$ cat src/rtl/vec_pe_dispatch.sv
// Vector-op sequencer: walks a vector register word by word through a single PE
// and reports exactly one completion per accepted request.
module vec_pe_dispatch #(
  parameter int IDX_W   = 8,
  parameter int TIMEOUT = 255
) (
  input  logic             clk,
  input  logic             reset,
  input  logic             req_valid,
  output logic             req_ready,
  input  logic [7:0]       req_instr,
  input  logic [4:0]       req_vs1,
  input  logic [4:0]       req_vs2,
  input  logic [4:0]       req_vs3,
  input  logic [4:0]       req_vd,
  input  logic [31:0]      req_vl,
  input  logic [31:0]      req_sew,
  input  logic [3:0]       req_vap,
  output logic             busy,
  output logic             cmpl,
  output logic             cmpl_err,
  output logic             rf_ren,
  output logic [IDX_W-1:0] rf_idx,
  output logic [4:0]       rf_rs1,
  output logic [4:0]       rf_rs2,
  output logic [4:0]       rf_rs3,
  input  logic [31:0]      rf_rdata1,
  input  logic [31:0]      rf_rdata2,
  input  logic [31:0]      rf_rdata3,
  output logic             rf_we,
  output logic [4:0]       rf_wreg,
  output logic [IDX_W-1:0] rf_widx,
  output logic [31:0]      rf_wdata,
  output logic [7:0]       pe_instruction,
  output logic             pe_start,
  output logic [31:0]      pe_opA,
  output logic [31:0]      pe_opB,
  output logic [31:0]      pe_opC,
  output logic [31:0]      pe_SEW,
  output logic [3:0]       pe_vap,
  input  logic             pe_done,
  input  logic [31:0]      pe_peout,
  output logic [2:0]       o_dbg_state
);

  localparam int CNT_W = $clog2(TIMEOUT + 1);

  typedef enum logic [2:0] {
    S_IDLE  = 3'd0,
    S_READ  = 3'd1,
    S_ISSUE = 3'd2,
    S_WAIT  = 3'd3,
    S_WRITE = 3'd4,
    S_DONE  = 3'd5
  } state_t;

  state_t r_state, w_next;

  logic [7:0]       r_instr;
  logic [4:0]       r_vs1, r_vs2, r_vs3, r_vd;
  logic [31:0]      r_sew;
  logic [3:0]       r_vap;
  logic [IDX_W:0]   r_n;
  logic             r_err;
  logic [IDX_W-1:0] r_idx;
  logic [CNT_W-1:0] r_cnt;
  logic [31:0]      r_opa, r_opb, r_opc, r_wdata;

  logic [32:0]      w_vl33, w_n;
  logic             w_sew_ok, w_err, w_zero, w_accept, w_last, w_timeout;
  logic [CNT_W-1:0] w_cnt_inc;

  // Word count is formed in 33 bits so vl near 2^32 cannot wrap into a legal N.
  assign w_vl33 = {1'b0, req_vl};

  always_comb begin
    w_n      = '0;
    w_sew_ok = 1'b1;
    case (req_sew)
      32'd32:  w_n = w_vl33;
      32'd16:  w_n = (w_vl33 + 33'd1) >> 1;
      32'd8:   w_n = (w_vl33 + 33'd3) >> 2;
      default: w_sew_ok = 1'b0;
    endcase
  end

  // Request handshake: a request transfers on a clock edge where req_valid and
  // req_ready are both high; req_ready is high only in IDLE.
  assign w_err     = !w_sew_ok || (w_n > (33'd1 << IDX_W));
  assign w_zero    = (w_n == 33'd0);
  assign w_accept  = req_valid && (r_state == S_IDLE);
  assign w_last    = (({1'b0, r_idx} + (IDX_W+1)'(1)) == r_n);
  assign w_cnt_inc = r_cnt + CNT_W'(1);
  assign w_timeout = (w_cnt_inc == CNT_W'(TIMEOUT));

  always_ff @(posedge clk) begin
    if (reset) r_state <= S_IDLE;
    else       r_state <= w_next;
  end

  always_comb begin
    w_next = r_state;
    case (r_state)
      S_IDLE:  if (w_accept) w_next = (w_err || w_zero) ? S_DONE : S_READ;
      S_READ:  w_next = S_ISSUE;
      S_ISSUE: w_next = S_WAIT;
      S_WAIT: begin
        if (pe_done)        w_next = S_WRITE;
        else if (w_timeout) w_next = S_DONE;
      end
      S_WRITE: w_next = w_last ? S_DONE : S_READ;
      S_DONE:  w_next = S_IDLE;
      default: w_next = S_IDLE;
    endcase
  end

  always_ff @(posedge clk) begin
    if (reset) begin
      r_instr <= '0;
      r_vs1   <= '0;
      r_vs2   <= '0;
      r_vs3   <= '0;
      r_vd    <= '0;
      r_sew   <= '0;
      r_vap   <= '0;
      r_n     <= '0;
      r_err   <= 1'b0;
      r_idx   <= '0;
      r_cnt   <= '0;
      r_opa   <= '0;
      r_opb   <= '0;
      r_opc   <= '0;
      r_wdata <= '0;
    end else begin
      case (r_state)
        S_IDLE: if (w_accept) begin
          r_instr <= req_instr;
          r_vs1   <= req_vs1;
          r_vs2   <= req_vs2;
          r_vs3   <= req_vs3;
          r_vd    <= req_vd;
          r_sew   <= req_sew;
          r_vap   <= req_vap;
          r_n     <= w_n[IDX_W:0];
          r_err   <= w_err;
          r_idx   <= '0;
        end
        S_ISSUE: begin
          r_opa <= rf_rdata1;
          r_opb <= rf_rdata2;
          r_opc <= rf_rdata3;
          r_cnt <= '0;
        end
        S_WAIT: begin
          if (pe_done) begin
            r_wdata <= pe_peout;
          end else begin
            r_cnt <= w_cnt_inc;
            if (w_timeout) r_err <= 1'b1;
          end
        end
        S_WRITE: if (!w_last) r_idx <= r_idx + IDX_W'(1);
        default: ;
      endcase
    end
  end

  assign req_ready      = (r_state == S_IDLE);
  assign busy           = (r_state != S_IDLE);
  assign rf_ren         = (r_state == S_READ);
  assign pe_start       = (r_state == S_ISSUE);
  assign rf_we          = (r_state == S_WRITE);
  assign cmpl           = (r_state == S_DONE);
  assign cmpl_err       = (r_state == S_DONE) && r_err;
  assign rf_idx         = r_idx;
  assign rf_widx        = r_idx;
  assign rf_rs1         = r_vs1;
  assign rf_rs2         = r_vs2;
  assign rf_rs3         = r_vs3;
  assign rf_wreg        = r_vd;
  assign rf_wdata       = r_wdata;
  assign pe_instruction = r_instr;
  assign pe_SEW         = r_sew;
  assign pe_vap         = r_vap;
  // Operands go straight through while start is high, then stay held from the registers.
  assign pe_opA         = (r_state == S_ISSUE) ? rf_rdata1 : r_opa;
  assign pe_opB         = (r_state == S_ISSUE) ? rf_rdata2 : r_opb;
  assign pe_opC         = (r_state == S_ISSUE) ? rf_rdata3 : r_opc;
  assign o_dbg_state    = r_state;

endmodule

$ cat config.mk
export PLATFORM = sky130hd
export DESIGN_NAME = vec_pe_dispatch
export DESIGN_NICKNAME = d
export VERILOG_FILES = /design/src/rtl/vec_pe_dispatch.sv
export SDC_FILE = /design/constraint.sdc
export NUM_CORES = 1
export LEC_CHECK = 0
export CORE_AREA = 2 2 171 173
export CTS_CLUSTER_DIAMETER = 150
export DETAILED_ROUTE_END_ITERATION = 8
export DIE_AREA = 0 0 173 175
export PLACE_DENSITY = 0.72
export SLEW_MARGIN = 10
export SYNTH_ARGS = -nofsm -noshare
export SYNTH_HDL_FRONTEND = slang
export SYNTH_SLANG_ARGS = --single-unit
$ cat constraint.sdc
create_clock -name clk -period 3.88 [get_ports clk]
set_input_delay 0.776 -clock clk [delete_from_list [all_inputs] [get_ports clk]]
set_output_delay 0.776 -clock clk [all_outputs]
set_load 0.01 [all_outputs]
Word level (Yosys, flattened, before mapping)
Cells that the tools add are included.
Widths: inputs -> output; s select.
Word-level totals
  word-level logic and storage cells: 75
  input port bits: 228
  bits in registers: 221
  output and inout port bits: 218
Operators by class
  $add $sub $neg: 5
  equal/unequal tests: 15
  order comparisons: 1
  reduce and logical (&&, ||, !) cells: 18
  mux-type cells: 20
Operators by type and width (number)
  $mux 32: 3
  $pmux 32 s3: 1
  $add 32x1->33 const B: 1
  $add 32x2->33 const B: 1
  $gt 33x9->1 const B: 1
  $logic_not 33->1: 1
  $eq 32x4->1 const B: 1
  $eq 32x5->1 const B: 1
  $eq 32x6->1 const B: 1
  $pmux 8 s2: 2
  $mux 8: 3
  $add 8x1->8 const B: 2
  $mux 3: 5
  $pmux 3 s5: 1
  $add 8x1->9 const B: 1
  $eq 9x9->1: 1
  $eq 8x8->1 const B: 1
  $reduce_and 2->1: 4
  $eq 3x2->1 const B: 2
  $eq 3x3->1 const B: 2
  $ne 2x2->1 const B: 3
  $reduce_bool 2->1: 3
  $mux 1: 4
  $reduce_and 4->1: 1
  11 further kinds: 13

Longest topological paths before layout
  depth after elaboration: 9
  gate-level depth with buffers: 12

Worst setup path after synthesis
No wires, ideal clock.
  path kind: in2reg
  from: input port req_vl[0]
  to: register r_err
  stages on the path: 11
  slack: 0.864 ns
  arrival: 2.886 ns
  required time: 3.750 ns
  cells stage by stage: ha_1 > nand3_2 > or4_1 > buf_2 > nor4_2 > xnor2_1 > o21ai_1 > nor4_1 > o221ai_2 > nor3_1 > nor3_2
On the way
  longest elaborated chain between the ends: 6
  elaborated cells between the ends (all ways): 7
  classes of those cells: 2 x add/sub; 1 x order compare; 3 x mux; 1 x reduce/logical
RTL lines
  start, declared: RTL line 16  | input logic [31:0] req_vl,
  $add 32x2->33 or $add 32x1->33 (tied branches): RTL line 82, 81
  $pmux 32 s3 *: RTL line 79  | case (req_sew)
  $gt 33x9->1 *: RTL line 89  | assign w_err = !w_sew_ok || (w_n > (33'd1 << IDX_W));
  $logic_or 1x1->1 *: RTL line 89
  $mux 1 *: RTL line 136  | S_IDLE: if (w_accept) begin
  $pmux 1 s2 *: RTL line 135  | case (r_state)
  end signal, assigned: RTL line 145  | r_err <= w_err;
  end, declared: RTL line 64  | logic r_err;
Every way passes the cells marked *; elsewhere a longest branch is shown, timed or not. The select of a mux whose other input is x is not followed.
A chain may end at the register's enable or synchronous reset.

Worst setup path in the final report
  from: register r_state[2] (netlist: o_dbg_state[2])
  to: output port pe_opB[4]
On the way
  longest elaborated chain between the ends: 2
RTL lines
  start, declared: RTL line 57  | state_t r_state, w_next;
  start signal, assigned: RTL line 98  | else r_state <= w_next;
  $eq 3x2->1: RTL line 187  | assign pe_opB = (r_state == S_ISSUE) ? rf_rdata2 : r_opb;
  $mux 32
  end, declared: RTL line 37  | output logic [31:0] pe_opB,
Every way passes these cells.

==> run metrics <==
hold_buf cts=0; CP Capture Type=output pin; pre-CTS setup slack=0.106 ns; first-pass GRT wire length=57900 µm; Site Rows=62; Final min period=3.54 ns; max-cap viol count=0; Yosys top cell area share=0.416; hold slack=0.449 ns; Die W=173 µm; Yosys top cell by area=dfxtp_1; htree depth=1; library cells used by synthesis=78; RePlAce Congestion=0.940; CTS buffer count=26; Mapped Area=10600 µm²; top_reg_cell synth=dfxtp_1; total track usage=0.234; Pwr Density=372 nW/µm²; final worst slack=0.343 ns; nets=2078; final setup vio count=0; wire length per cell=16.5 µm; Ports=446; Post-Route WL=37100 µm; drc violations=0; Syn Nets=1661; synth cell count leaders=524 x nand2_1, 221 x dfxtp_1, 119 x a21oi_1; Filler Cell Count=2670; status=finished, final reports clean; Yosys reg bits=221; Clock Path Buffers=3; largest net degree at the start of global routing=100; sequential-to-total area share from yosys stat=0.416; post-DP HPWL=27600 µm; Hold Vio Cnt, Final=0; Final Cell Area=16300 µm²; via/cell ratio=4.98; Period Utilization, post-route=0.912; Mapped Cells=1428; Slew @ Worst Pin=0.754 ns; crit path DAT=2.76 ns; Total Power=6.08 mW; vias post-DR=11200; Post-synth ARST share=0; clock sink count=221; Slew Limit Fails=0; Initial DRT Pass Iterations=7; RSZ-0062 raised after global routing=false; 1st-iter DRT viols=769; count leader, synth=nand2_1; TNS Setup=0 ns; Die Height=175 µm; # port buffers=445; layout cells sized above 1=0.0686; # placed instances=2201; Peak supply drop=354 µV; largest cells by area after synthesis=dfxtp_1 42%, nand2_1 18%, nor2b_1 5.9%; crit-path max FO=61; final core occ=0.576; Reg clk slew, reported paths=0.06 ns; Clock Latency Late Sink=0.53 ns; post-CTS setup buffer count=0; post-cts gate resize count=0; Initial Util=0.375; Clock Root Buffer=clkbuf_16; Post-Route Skew=0.0135 ns; Crit path required time=3.10 ns; vias in the first global route=10900; Layout area overhead=53.6%; TritonCTS clock tree=built; antenna viol nets, final=0; Synth warnings=0; die area=30300 µm²; fmax=283 MHz; Post-Layout Cell Count=2253; Leakage=6.31 nW; Min-Delay Path Class=reg2reg; number of synthesized flops with an enable pin=0; Avg Inst Size Synth=7.45 µm²; crit path kind=reg2out; grt total ovfl=0; startpoint types=flip-flop; Max-slew headroom=0.497; Placed Area=15500 µm²; core area=28400 µm²; antenna violations before repair=5
==> cell type report <==
cell class,instances,area [µm²],share of cell area
multi-input combinational,1092,5690,0.348
timing repair buffer,490,4820,0.295
sequential,221,4420,0.271
clock buffer,34,742,0.0454
tap,384,480,0.0294
clock inverter,14,131,0.00804
inverter,14,53.8,0.00329
antenna,4,10.0,0.000612
==> power breakdown <==
part | switching [mW] | internal, mW
clock | 0.972 | 1.48
sequential | 0.0526 | 2.38
combinational | 0.577 | 0.619
==> flip-flops by register name, summed over array words and instances, names as in the netlist <==
register / count
rf_idx: 8
r_err: 1
r_opb: 32
pe_vap: 4
rf_rs3: 5
r_opc: 32
r_cnt: 8
rf_rs1: 5
rf_wreg: 5
pe_instruction: 8
rf_wdata: 32
o_dbg_state: 3
r_n: 9
r_opa: 32
rf_rs2: 5
pe_SEW: 32
==> metal layers <==
layer  global-route usage  up-vias  share of wire
li1                     -     5559              -
met1                0.281     5130           0.41
met2                0.408      452           0.48
met3               0.0618       74          0.078
met4               0.0731        2          0.030
met5                    0        -        0.00035
==> cell usage in the layout, fill, tap and decap left out, types with 24 or more instances in the layout <==
master and count:
nand3_1 24, xor2_1 26, a21oi_1 119, nor2b_1 101
clkdlybuf4s50_1 444, nor2_1 47, clkbuf_16 27, buf_4 43
nand2_1 522, dfxtp_1 221, nor3_1 27
==> logic make-up after synthesis <==
family,count (synthesis),synth area share
multiplexers,7,0.00705
AND/OR/NAND/NOR,833,0.371
buffers and inverters,115,0.0509
adder cells (fa/ha/maj),5,0.00588
XOR/XNOR,44,0.0362
AO/OA/AOI/OAI,203,0.113
flip-flops,221,0.416
==> critical path, stage by stage (launching register included) <==
cell and delay [ns]:
dfxtp_1 0.45, nor2_1 0.24, nand2_4 0.09, clkinv_2 0.07
buf_4 0.51, nand2_1 0.17, nand2_1 0.13, clkdlybuf4s50_1 0.55
==> worst paths after layout <==
kind	slack, ns	from	cells after the start	to
worst max-delay path	0.34	o_dbg_state[2]	7	pe_opB[4]
worst min-delay path	0.45	rf_wdata[1]	2	rf_wdata[1]
worst max register to register	1.07	rf_idx[0]	9	rf_idx[4]
worst min register to register	0.45	rf_wdata[1]	2	rf_wdata[1]
No activity file was read; power rests on OpenSTA's default activity.
